### config.mk
export PLATFORM = sky130hd
export DESIGN_NAME = bridge_timer
export DESIGN_NICKNAME = d
export VERILOG_FILES = /design/src/rtl/tc_pkg.sv /design/src/rtl/tc_prescaler.sv /design/src/rtl/bridge_timer.sv
export SDC_FILE = /design/constraint.sdc
export NUM_CORES = 1
export LEC_CHECK = 0
export CAP_MARGIN = 0
export CORE_UTILIZATION = 53
export CTS_CLUSTER_DIAMETER = 150
export DETAILED_ROUTE_END_ITERATION = 12
export PLACE_DENSITY = 0.83
export SLEW_MARGIN = 20
export SYNTH_ARGS = -nofsm -noshare
export SYNTH_HDL_FRONTEND = slang
export SYNTH_HIERARCHICAL = 1
export SYNTH_SLANG_ARGS = --single-unit
### constraint.sdc
create_clock -name clk -period 4.7 [get_ports clk]
set_clock_uncertainty 0.15 [all_clocks]
set_input_delay 0.94 -clock clk [delete_from_list [all_inputs] [get_ports clk]]
set_output_delay 0.94 -clock clk [all_outputs]
set_load 0.005 [all_outputs]
### src/rtl/tc_pkg.sv
// rtl/tc_pkg.sv - bridge_timer shared types: FSM states, register offsets, CTRL fields, MODE codes
package tc_pkg;

    typedef enum logic [1:0] {
        ST_IDLE = 2'd0,
        ST_LOAD = 2'd1,
        ST_CNT  = 2'd2,
        ST_INT  = 2'd3
    } tc_state_e;

    localparam logic [1:0] REG_CTRL   = 2'd0;
    localparam logic [1:0] REG_PRESET = 2'd1;
    localparam logic [1:0] REG_COUNT  = 2'd2;

    localparam int CTRL_EN      = 0;
    localparam int CTRL_MODE_LO = 1;
    localparam int CTRL_MODE_HI = 2;
    localparam int CTRL_IM      = 3;
    localparam int CTRL_PS_LO   = 4;
    localparam int CTRL_PS_HI   = 5;

    localparam logic [1:0] MODE_ONESHOT = 2'b00;
    localparam logic [1:0] MODE_RELOAD  = 2'b01;

endpackage

### src/rtl/tc_prescaler.sv
// rtl/tc_prescaler.sv - 3-bit tick generator, one tick every 2^i_ps cycles while i_run
module tc_prescaler (
    input  logic       clk,
    input  logic       rst_n,
    input  logic       i_clr,
    input  logic       i_run,
    input  logic [1:0] i_ps,
    output logic       o_tick
);

    logic [2:0] r_cnt;
    logic [2:0] w_mask;

    assign w_mask = 3'b111 >> (2'd3 - i_ps);
    assign o_tick = i_run && (r_cnt == w_mask);

    always_ff @(posedge clk or negedge rst_n) begin
        if (!rst_n) begin
            r_cnt <= 3'd0;
        end else if (i_clr) begin
            r_cnt <= 3'd0;
        end else if (i_run) begin
            r_cnt <= o_tick ? 3'd0 : r_cnt + 3'd1;
        end
    end

endmodule

### src/rtl/bridge_timer.sv
// rtl/bridge_timer.sv - memory-mapped countdown timer with irq; TC_PRESCALE_EN adds CTRL[5:4] prescaler
module bridge_timer
    import tc_pkg::*;
#(
    parameter int                CNT_W      = 32,
    parameter logic [CNT_W-1:0]  PRESET_RST = '0
) (
    input  logic        clk,
    input  logic        reset,
    input  logic [31:0] addr,
    input  logic        we,
    input  logic [31:0] wdata,
    output logic [31:0] rdata,
    output logic        irq
);

    tc_state_e          r_state;
    tc_state_e          w_state_nxt;
    logic               r_en;
    logic               r_im;
    logic [1:0]         r_mode;
    logic               r_irq_flag;
    logic [CNT_W-1:0]   r_preset;
    logic [CNT_W-1:0]   r_count;
    logic [1:0]         w_ps;
    logic               w_tick;
    logic               w_ctrl_we;
    logic               w_preset_we;
    logic               w_count_ld;
    logic               w_count_dec;
    logic               w_count_zero;
    logic               w_flag_set;
    logic               w_flag_clr;
    logic               w_en_clr;
    logic [31:0]        w_ctrl_rd;
    logic               w_unused;

    assign w_ctrl_we   = we && (addr[3:2] == REG_CTRL);
    assign w_preset_we = we && (addr[3:2] == REG_PRESET);
    assign w_unused    = ^{addr[31:4], addr[1:0], wdata};

`ifdef TC_PRESCALE_EN
    logic [1:0] r_ps;

    always_ff @(posedge clk or negedge reset) begin
        if (!reset) begin
            r_ps <= 2'b00;
        end else if (w_ctrl_we) begin
            r_ps <= wdata[CTRL_PS_HI:CTRL_PS_LO];
        end
    end

    assign w_ps = r_ps;

    tc_prescaler u_prescaler (
        .clk    (clk),
        .rst_n  (reset),
        .i_clr  ((r_state == ST_LOAD) || w_ctrl_we),
        .i_run  (r_state == ST_CNT),
        .i_ps   (r_ps),
        .o_tick (w_tick)
    );
`else
    assign w_ps   = 2'b00;
    assign w_tick = 1'b1;
`endif

    always_comb begin
        w_state_nxt  = r_state;
        w_count_ld   = 1'b0;
        w_count_dec  = 1'b0;
        w_count_zero = 1'b0;
        w_flag_set   = 1'b0;
        w_flag_clr   = 1'b0;
        w_en_clr     = 1'b0;
        case (r_state)
            ST_IDLE: if (r_en) w_state_nxt = ST_LOAD;
            ST_LOAD: begin
                w_count_ld  = 1'b1;
                w_state_nxt = ST_CNT;
            end
            ST_CNT: begin
                if (!r_en) begin
                    w_state_nxt = ST_IDLE;
                end else if (w_tick) begin
                    // PRESET of 0 or 1 expires on the first step; COUNT never wraps
                    if (r_count > CNT_W'(1)) begin
                        w_count_dec = 1'b1;
                    end else begin
                        w_count_zero = 1'b1;
                        w_flag_set   = 1'b1;
                        w_state_nxt  = ST_INT;
                    end
                end
            end
            ST_INT: begin
                if (r_mode == MODE_RELOAD) w_flag_clr = 1'b1;
                else                       w_en_clr   = 1'b1;
                w_state_nxt = ST_IDLE;
            end
            default: w_state_nxt = ST_IDLE;
        endcase
    end

    always_ff @(posedge clk or negedge reset) begin
        if (!reset) begin
            r_state    <= ST_IDLE;
            r_count    <= '0;
            r_preset   <= PRESET_RST;
            r_en       <= 1'b0;
            r_mode     <= MODE_ONESHOT;
            r_im       <= 1'b0;
            r_irq_flag <= 1'b0;
        end else begin
            r_state <= w_state_nxt;
            if (w_count_ld)        r_count <= r_preset;
            else if (w_count_dec)  r_count <= r_count - CNT_W'(1);
            else if (w_count_zero) r_count <= '0;
            if (w_preset_we) r_preset <= wdata[CNT_W-1:0];
            // a CTRL write overrides the FSM's one-shot EN clear on the same edge
            if (w_ctrl_we) begin
                r_en   <= wdata[CTRL_EN];
                r_mode <= wdata[CTRL_MODE_HI:CTRL_MODE_LO];
                r_im   <= wdata[CTRL_IM];
            end else if (w_en_clr) begin
                r_en <= 1'b0;
            end
            if (w_flag_set)                    r_irq_flag <= 1'b1;
            else if (w_flag_clr || w_ctrl_we)  r_irq_flag <= 1'b0;
        end
    end

    always_comb begin
        w_ctrl_rd                           = 32'd0;
        w_ctrl_rd[CTRL_EN]                  = r_en;
        w_ctrl_rd[CTRL_MODE_HI:CTRL_MODE_LO] = r_mode;
        w_ctrl_rd[CTRL_IM]                  = r_im;
        w_ctrl_rd[CTRL_PS_HI:CTRL_PS_LO]    = w_ps;
    end

    always_comb begin
        rdata = 32'd0;
        case (addr[3:2])
            REG_CTRL:   rdata = w_ctrl_rd;
            REG_PRESET: rdata = 32'(r_preset);
            REG_COUNT:  rdata = 32'(r_count);
            default:    rdata = 32'd0;
        endcase
    end

    assign irq = r_irq_flag & r_im;

endmodule

* Word level (Yosys, flattened, before mapping)
Index checks and enable logic that the tools add are counted.
** Storage, ports and cells
- Register bits after elaboration :: 71
- Latch bits :: 0
- Memory bits (writable) :: 0
- ROM bits :: 0
- Input bits :: 67
- Output and inout port bits :: 33
- Memories :: 0
** Cells by class
- $add $sub $neg :: 1
- Multiply operators :: 0
- Div/mod/pow operators :: 0
- Order comparisons :: 1
- Eq/ne operators :: 8
- Shift operators :: 0
- Multiplexer cells :: 23
- Bitwise gates (word level) :: 1
- Reduce and logical (&&, ||, !) cells :: 9
** Operator list (number)
- 32-bit two-way mux :: 3
- 32-bit one-hot mux with 3 select lines :: 1
- 32-bit by 1-bit > comparator with 1-bit output (second input constant) :: 1
- 32-bit by 1-bit subtractor with 32-bit output (second input constant) :: 1
- 1-bit two-way mux :: 15
- 2-bit one-hot mux with 4 select lines :: 1
- 2-bit by 1-bit equality test with 1-bit output (second input constant) :: 3
- 2-bit equality test (second input constant) :: 3
- 2-bit two-way mux :: 3
- 2-bit logical NOT :: 2
- 2-bit nonzero test :: 2
- 3-bit inequality test (second input constant) :: 1
- 3-bit nonzero test :: 1
- 1-bit logical AND :: 2
- 2-bit inequality test (second input constant) :: 1
- 2-bit AND reduction :: 1
- 1-bit bitwise AND :: 1
- 1-bit logical OR :: 1

* Logic depth before layout (Yosys ltp)
Gate-level depths: netlist of run 1.
- Depth after elaboration :: 7
- Gate-level depth with buffers :: 9

* Worst setup path after synthesis of run 1
Ideal clock, no wire load.
- Path kind :: input-to-output
- Start :: in addr[3]
- End :: out rdata[10]
- Arrival time :: 2.126 ns
- Required time :: 3.610 ns
- Setup slack :: 1.484 ns
- Cell stages on the path :: 5
- Cell sequence :: clkbuf_1 nor2b_1 clkbuf_1 buf_1 a22o_1
** On the way
- Longest elaborated chain between the ends :: 2
- Elaborated cells between the ends (all ways) :: 4
- Classes of those cells :: eq/ne (2); mux (1); reduce/logical (1)
** Ends and longest elaborated chain
- start: declaration :: RTL line bridge_timer.sv:10 : input logic [31:0] addr,
- 2-bit equality test, or another cell as far along :: RTL line bridge_timer.sv:143 : case (addr[3:2])
- 32-bit one-hot mux with 3 select lines (*) :: RTL line bridge_timer.sv:143
- end: declaration :: RTL line bridge_timer.sv:13 : output logic [31:0] rdata,
Every way passes the cells marked *; elsewhere a longest branch is shown, timed or not.

* Final worst setup path of run 1
- Start :: in addr[3]
- End :: out rdata[22]
The elaborated chain is that of the path after synthesis.

==> results by stage, run 1 <==
Run status:
- The run finished with clean final reports.

Logic synthesis:
- The flop and latch count out of synthesis is around 70.
- The synthesized net count is 445.
- The leading register cell type out of synthesis is sky130_fd_sc_hd__dfrtp_1.
- The biggest area contributor in the post-synthesis netlist is sky130_fd_sc_hd__dfrtp_1.
- Yosys printed 6 warnings.
- Sorting the synthesized cells by area gives the leading types as sky130_fd_sc_hd__dfrtp_1 (46%), sky130_fd_sc_hd__mux2_2 (10%), sky130_fd_sc_hd__a22o_1 (6.5%), sky130_fd_sc_hd__o21ai_0 (3.7%), sky130_fd_sc_hd__a221o_1 (2.3%).
- The share of the synthesized area in the top cell type is 45.69%.
- After synthesis, the netlist uses 51 different library cells.
- The share of the Yosys chip area taken by registers is 45.69%.
- The netlist area before placement is 3889 um^2.
- The synthesized instance count is 376.
- The number of enable flip-flop cells after synthesis is 0.
- The average instance area after synthesis is slightly above 10 um^2.
- The fraction of registers with async set/reset is between 90% and 100%.

Timing:
- The fmax is 252.3 MHz.
- The number of endpoints failing setup at the final stage is 0.
- The transition at the pin with the smallest max-transition slack is approximately 1000 ps.
- The minimum clock period after layout is a little under 4000 ps.
- The worst slew slack as a fraction of its limit is between 30% and 40%.
- Adding up every negative setup slack in the final design gives 0 ps.
- The number of slew-limit violations in the final report is 0.
- Setup repair after global routing left no endpoint under its margin.
- The final hold violation count is 0.
- Dividing the final minimum period by the clock period gives 84.34%.

Clock network:
- The number of clock buffers added by TritonCTS is 9.
- In this run the number of H-tree levels came out at 3.
- The number of sinks handled by clock tree synthesis is 71.
- Clock-pin slew was measured on the worst setup and hold paths at 60 ps.
- The CTS root buffer is sky130_fd_sc_hd__clkbuf_8.
- The hold buffer count at cts is 0.
- In this run the deepest clock path goes through 2 buffers.
- The clock insertion delay at the later pin of the skew report is 360 ps.
- The count of cells resized by post-cts repair is 0.
- TritonCTS built the clock tree.
- In this run the post-CTS setup repair buffer count came out at 0.

Critical path:
- The type of origin of the critical path is an input port.
- The data arrival time of the critical path is 2870 ps.
- The critical path goes through clkdlybuf4s50_1 > nor2b_2 > buf_4 > a22o_1 > clkdlybuf4s50_1.
- The critical path starts at addr[3].
- The number of cells on the worst reg-to-reg path is 5.
- For the worst setup path, the data required time is 3610 ps.
- In this run the critical register-to-register path is launched from r_count[5]$_DFFE_PN0P_.
- In this design, the critical path's most frequently occurring cell is sky130_fd_sc_hd__clkdlybuf4s50_1.
- The largest individual stage delay along the critical path comes from the cell sky130_fd_sc_hd__clkdlybuf4s50_1.
- In this run the worst setup path terminates at rdata[22].
- STA classifies the critical path endpoint as a primary output.
- Setup slack on the worst reg-to-reg path comes out at 1760 ps.
- The critical path in this run is classified as in2out.
- In this design, the largest share of critical-path delay is due to buffers and inverters.
- Counting buffers and inverters, the worst setup path is 5 cells deep.
- The largest fanout on the critical path is 18.
- The endpoint identified for the worst register-to-register timing path is r_count[21]$_DFFE_PN0P_.
- The delay of the slowest cell on the worst path is 700 ps.
- The number of buffers and inverters on the critical path is 3.

Drt:
- Wires add up to 9818 um.
- The total iterations of the first detailed-routing run is 5.
- The detailed router placed 3399 vias in this run.
- The detail route stage leaves a number of antenna-violating nets equal to 0.
- After detailed routing, the average wire length per cell comes to around 18 um.
- The DRC violation total after the first TritonRoute iteration is 347.
- The detail-routed via count per cell is 6.365.
- The remaining routing DRC violations is 0.

Finish:
- The number of fill cells is 516.
- The leading cell type in the layout, fill and taps excluded is sky130_fd_sc_hd__dfrtp_1.
- In the layout the commonest cells are sky130_fd_sc_hd__dfrtp_1 (71), sky130_fd_sc_hd__clkdlybuf4s50_1 (68), sky130_fd_sc_hd__mux2_2 (35), sky130_fd_sc_hd__a22o_1 (29), sky130_fd_sc_hd__o21ai_0 (29).
- The net count of the finished layout is just over 500.
- The area growth from synthesis to layout is 23.55%.
- The post-route non-filler standard cell count is 534.
- The share of cells above drive strength 1 is 14.38%.
- 0 antenna diodes ended up in the layout.

Die:
- The chip height is 87.66 um.
- For this configuration, the core starts out at a cell density of 56.00%.
- The overall die width is a little under 90 um.
- Row generation in the floorplan step produced 30 rows.
- 100 I/O pins were placed.
- The region available for standard cell placement spans 6944 um^2.
- The floorplan step defined a die boundary enclosing 7683 um^2.

Place:
- Buffers placed on the I/O ports in this run total between 60 and 70.
- The HPWL after detailed placement is 6442 um.
- The routability congestion estimate from global placement is 0.8853.
- The total instance count after detailed placement is between 500 and 600.

GRT:
- The wire length of the first global-routing pass is 16240 um.
- The total overflow left after global routing is 0.
- The via count of the first global-routing pass is 3235.
- The initial antenna violation count is 0.
- The pin count of the biggest net entering global routing is 44.
- For this run, the total global-route usage over all layers was measured as 27.98%.

Power:
- The analysis attributes to cell leakage a power of 1.958 nW.
- The highest ir drop seen on vdd is 0.2328 mV.
- The areal power density over the cells is 503.0 nW/um^2.
- The total power consumption of the routed design is 2.417 mW.

Flow run:
- Across the run, the number of max-cap violations was 0.

Worst hold path:
- The path class of the tightest hold or removal check is in2async.
## logic make-up (layout without fill, tap and decap cells)
logic type | count (synthesis) | in the layout | synth area share, %
AND/OR/NAND/NOR | 112 | 112 | 16.54
AO/OA/AOI/OAI | 109 | 109 | 19.85
flip-flops | 71 | 71 | 45.69
multiplexers | 39 | 39 | 11.16
buffers and inverters | 34 | 96 | 4.086
XOR/XNOR | 9 | 9 | 2.027
adder cells (fa/ha/maj) | 2 | 2 | 0.6434
## where the power goes
| group | switching (mW) | internal, mW | total, mW |
|---|---|---|---|
| Sequential | 0.270 | 0.805 | 1.08 |
| Combinational | 0.456 | 0.470 | 0.926 |
| Clock | 0.213 | 0.203 | 0.416 |
| Total | 0.939 | 1.48 | 2.42 |
## synthesized netlist by cell type, types with 5 or more instances
library cell / instances
sky130_fd_sc_hd__or4_1: 5
sky130_fd_sc_hd__o21ai_0: 29
sky130_fd_sc_hd__clkbuf_1: 17
sky130_fd_sc_hd__nand2_1: 19
sky130_fd_sc_hd__nor3_1: 11
sky130_fd_sc_hd__mux2_2: 35
sky130_fd_sc_hd__a21oi_1: 17
sky130_fd_sc_hd__nor2_1: 13
sky130_fd_sc_hd__buf_1: 5
sky130_fd_sc_hd__a22o_1: 29
sky130_fd_sc_hd__and3_1: 9
sky130_fd_sc_hd__xnor2_1: 5
sky130_fd_sc_hd__nand4_1: 6
sky130_fd_sc_hd__nor4_1: 10
sky130_fd_sc_hd__a22oi_1: 6
sky130_fd_sc_hd__a221o_1: 9
sky130_fd_sc_hd__dfrtp_1: 71
sky130_fd_sc_hd__or3_1: 7
sky130_fd_sc_hd__nand3_1: 11
## routing by layer
layer,track usage (%),share of wire (%),up-vias
met5,0,0,-
met4,11.48,1.9,0
met3,5.372,7.3,19
met2,42.97,48,182
met1,39.13,43,1645
li1,-,-,1553
## through the flow
step,cell area (um^2),util (%),setup slack (ps),hold slack [ps]
after global routing,4805,69.19,665.1,314.3
after CTS,4785,68.90,757.0,388.3
after floorplan,3889,-,1484,316.7
after global placement,4627,66.63,757.8,344.9
final,4805,69.19,735.9,313.8
after detailed placement,4627,66.63,764.8,370.8
## sequential cells by signal (all words and copies together), names as in the netlist
register and flops:
r_count 32, r_preset 32, r_mode 2, r_state 2, r_en 1, r_im 1
r_irq_flag 1
## worst min path at each step
stage                                     endpoint  slack, ps  cells after the start                      from
final                     r_preset[29]$_DFFE_PN0P_        310                      1                     reset
after global routing      r_preset[29]$_DFFE_PN0P_        310                      1                     reset
after CTS                  r_count[18]$_DFFE_PN0P_        390                      2  r_preset[18]$_DFFE_PN0P_
after detailed placement    r_count[4]$_DFFE_PN0P_        370                      2   r_preset[4]$_DFFE_PN0P_
after global placement     r_count[28]$_DFFE_PN0P_        340                      2  r_preset[28]$_DFFE_PN0P_
after floorplan             r_count[4]$_DFFE_PN0P_        320                      2   r_preset[4]$_DFFE_PN0P_
## final cells by class
class	instances	area, um^2	area share, %
tap	96	120.1	2.500
clock buffer	14	152.6	3.177
clock inverter	1	5.005	0.1042
sequential	71	1777	36.98
multi-input combinational	271	1961	40.81
inverter	3	11.26	0.2344
timing repair buffer	78	778.2	16.20
Power figures use the tool's default switching activity.
==> run 2, diff against run 1 <==
--- a/config.mk
+++ b/config.mk
@@ -6,10 +6,10 @@
 export NUM_CORES = 1
 export LEC_CHECK = 0
 export CAP_MARGIN = 0
-export CORE_UTILIZATION = 53
+export CORE_UTILIZATION = 45
 export CTS_CLUSTER_DIAMETER = 150
 export DETAILED_ROUTE_END_ITERATION = 12
-export PLACE_DENSITY = 0.83
+export PLACE_DENSITY = 0.74
 export SLEW_MARGIN = 20
 export SYNTH_ARGS = -nofsm -noshare
 export SYNTH_HDL_FRONTEND = slang
==> constraint.sdc (replaced) <==
create_clock -name clk -period 3.2 [get_ports clk]
set_clock_uncertainty 0.15 [all_clocks]
set_input_delay 0.64 -clock clk [delete_from_list [all_inputs] [get_ports clk]]
set_output_delay 0.64 -clock clk [all_outputs]
set_load 0.005 [all_outputs]
==> run 2 against run 1 <==
Combinational power rose by 49%. Clock-buffer cell count fell by 5. Flip-flop and latch count did not move. Largest cell class unchanged. Global-route usage fell by 4.0 points. Critical path type unchanged. Sequential power rose by 46%. Worst hold slack got worse by 130 ps. Largest power group unchanged. Critical path depth did not move. Sequential share of layout area fell by 0.98 points. Die area rose by 17%. Worst setup slack got worse by 660 ps.
==> results by stage, run 2 (synthesis results as in run 1) <==
Drt:
- The total length of routed wires is 9979 um (was 9818 um).
- The total iterations of the first detailed-routing run is 5 (unchanged).
- The remaining routing DRC violations is 0 (unchanged).
- The overall via count from detail_route is 3398 (was 3399).
- The post-detailed-route count of antenna-violating nets was 0 (unchanged).
- The average wire per standard cell is 17.98 um (was 18.39 um).
- The detail-routed via count per cell is 6.123 (was 6.365).
- The DRC violation total after the first TritonRoute iteration is 273 (was 347).

Power:
- The highest ir drop seen on vdd is 0.2705 mV (was 0.2328 mV).
- The total power consumption of the routed design is 3.732 mW (was 2.417 mW).
- The areal power density over the cells is 756.3 nW/um^2 (was 503.0 nW/um^2).
- The leakage power figure is 2.030 nW (was 1.958 nW).

Critical path:
- The delay of the slowest cell on the worst path came to 570 ps (was 700 ps).
- The origin of the critical flop-to-flop path was r_count[29]$_DFFE_PN0P_ (was r_count[5]$_DFFE_PN0P_).
- The number of buffers and inverters on the critical path is 3 (unchanged).
- Cells along the critical path: clkdlybuf4s50_1 > nor2b_2 > buf_6 > a22o_1 > clkdlybuf4s50_1 (was clkdlybuf4s50_1 > nor2b_2 > buf_4 > a22o_1 > clkdlybuf4s50_1).
- The data arrival time of the critical path is 2330 ps (was 2870 ps).
- The largest fanout on the critical path is 16 (was 18).
- The required time at the endpoint of the critical path is 2410 ps (was 3610 ps).
- The sort of element at the end of the critical path was a primary output (unchanged).
- The gate family responsible for the most delay along the worst path is buffers and inverters (unchanged).
- The start point of the critical path is addr[2] (was addr[3]).
- The cell at the slowest stage of the critical path is sky130_fd_sc_hd__clkdlybuf4s50_1 (unchanged).
- The most frequent cell on the critical path is sky130_fd_sc_hd__clkdlybuf4s50_1 (unchanged).
- The class of the most critical setup path is in2out (unchanged).
- The type of origin of the critical path is an input port (unchanged).

Clock network:
- The TritonCTS clock tree is built (unchanged).
- The clock insertion delay at the later pin of the skew report is 350 ps (was 360 ps).
- The number of sinks handled by clock tree synthesis was 71 (unchanged).
- The CTS root buffer is sky130_fd_sc_hd__clkbuf_8 (unchanged).
- The H-tree depth is 3 (unchanged).
- The hold buffer count at cts is 0 (unchanged).
- The number of setup buffers added after CTS is 0 (unchanged).
- The TritonCTS buffer count is 9 (unchanged).
- The register clock-pin slew on the reported worst setup and hold paths came to 80 ps (was 60 ps).
- The maximum number of buffers from clock root to sink was 2 (unchanged).

Finish:
- The post-layout utilization of the core is 59.46% (was 69.19%).
- The leading cell type in the layout, fill and taps excluded is sky130_fd_sc_hd__dfrtp_1 (unchanged).
- The share of cells above drive strength 1 is 17.56% (was 14.38%).
- The area added between synthesis and finish came to 26.90% (was 23.55%).
- The number of nets in the layout is 514 (was 503).
- Top Registers: r_count (32), r_preset (32) (unchanged).
- The antenna diode instance count is 0 (unchanged).
- Highest-count cells in the layout ignoring fill and taps: sky130_fd_sc_hd__dfrtp_1 (71), sky130_fd_sc_hd__clkdlybuf4s50_1 (68), sky130_fd_sc_hd__mux2_2 (35), sky130_fd_sc_hd__a22o_1 (29), sky130_fd_sc_hd__o21ai_0 (29) (unchanged).

Die:
- The placement row count came to 33 (was 30).
- The floorplan die area is 9017 um^2 (was 7683 um^2).
- The number of top-level pins is 100 (unchanged).
- The effective utilization at floorplan is 46.86% (was 56.00%).
- The overall die width is 94.96 um (was 87.66 um).
- The placeable core area is 8299 um^2 (was 6944 um^2).
- The chip height is 94.96 um (was 87.66 um).

Timing:
- The number of slew-limit violations in the final report is 0 (unchanged).
- The minimum clock period after layout is 3121 ps.
- The number of endpoints failing setup at the final stage was 0 (unchanged).
- The final hold violation count is 0 (unchanged).
- The worst slew slack as a fraction of its limit is 31.46% (was 33.04%).
- The worst path uses between 90% and 100% of the clock period.
- The transition at the pin with the smallest max-transition slack came to 1023 ps (was 999.7 ps).
- Based on the critical path, the design can be clocked at up to 320.4 MHz.

Place:
- The HPWL after detailed placement is 6982 um (was 6442 um).
- The routability congestion estimate from global placement came to 0.8777 (was 0.8853).
- The number of buffers added on ports is 69 (unchanged).

Flow run:
- The max-capacitance violation count is 0 (unchanged).

GRT:
- The initial antenna violation count is 0 (unchanged).
- The total global-route track usage came to 24.00% (was 27.98%).
- The total overflow reported by the global router came to 0 (unchanged).
- The wire length of the first global-routing pass is 16660 um (was 16240 um).
- The via count of the first global-routing pass was 3324 (was 3235).
- The pin count of the biggest net entering global routing came to 38 (was 44).

Run status:
- Status: finished clean (unchanged).

Worst hold path:
- The worst hold-check path type is in2async (unchanged).
run 2: cell types whose count changed in the layout (fill, tap and decap cells not counted), sizes merged:
cell / delta
buf: +11
clkinv: +3
clkbuf: -5
clkinvlp: +1
bufinv: +2
run 2: layer usage:
metal  share of wire, %  global-route usage, %  wire (um)  vias up
met2                 47                  37.53       4697      145
met1                 45                  33.52       4514     1670
met3                6.3                  3.543        624       14
met5                  0                      0          0        -
li1                   -                      -          -     1569
met4                1.4                  9.217        142        0
run 2: cell type report:
cell class / count / area (um^2)
sequential: 71 / 1777
inverter: 3 / 11.26
clock buffer: 9 / 123.9
timing repair buffer: 89 / 843.3
fill: 722 / 3364
clock inverter: 7 / 87.58
tap: 105 / 131.4
multi-input combinational: 271 / 1961
run 2: per-stage QoR:
stage,TNS [ps],cells,worst slack (ps),hold slack [ps],area (um^2)
finish,0,555,78.82,185.1,4935
global route,-8.648,555,-8.648,218.7,4935
CTS,0,555,64.99,190.6,4927
detailed placement,0,539,76.66,358.1,4716
global placement,0,539,92.16,348.1,4716
floorplan,0,376,583.6,194.4,3889
run 2: worst reg2reg max path, delay by kind of cell, from the launching register on:
family | cells | cell delay (ps)
simple gates | 2 | 960
flops | 1 | 440
buf+inv | 1 | 220
compound gates | 3 | 910
run 2: final timing paths:
kind	endpoint	slack, ps	cells after the start
worst max register to register	r_count[2]$_DFFE_PN0P_	410	6
worst min-delay path	r_preset[20]$_DFFE_PN0P_	190	2
worst max-delay path	rdata[17]	80	5
max in group asynchronous	r_count[26]$_DFFE_PN0P_	2370	2
worst min register to register	r_count[28]$_DFFE_PN0P_	370	2
min in group clk	r_count[28]$_DFFE_PN0P_	370	2
run 2: where the power goes:
part           switching [mW]  internal [mW]  total [mW]
Clock                   0.344          0.433       0.777
Combinational           0.669          0.708        1.38
Sequential              0.397           1.18        1.58
run 2: repair_timing:
action	4_1_cts	5_1_grt
endpoints found under the setup margin	0	2
hold endpoints to repair	0	0
resized for setup	0	2
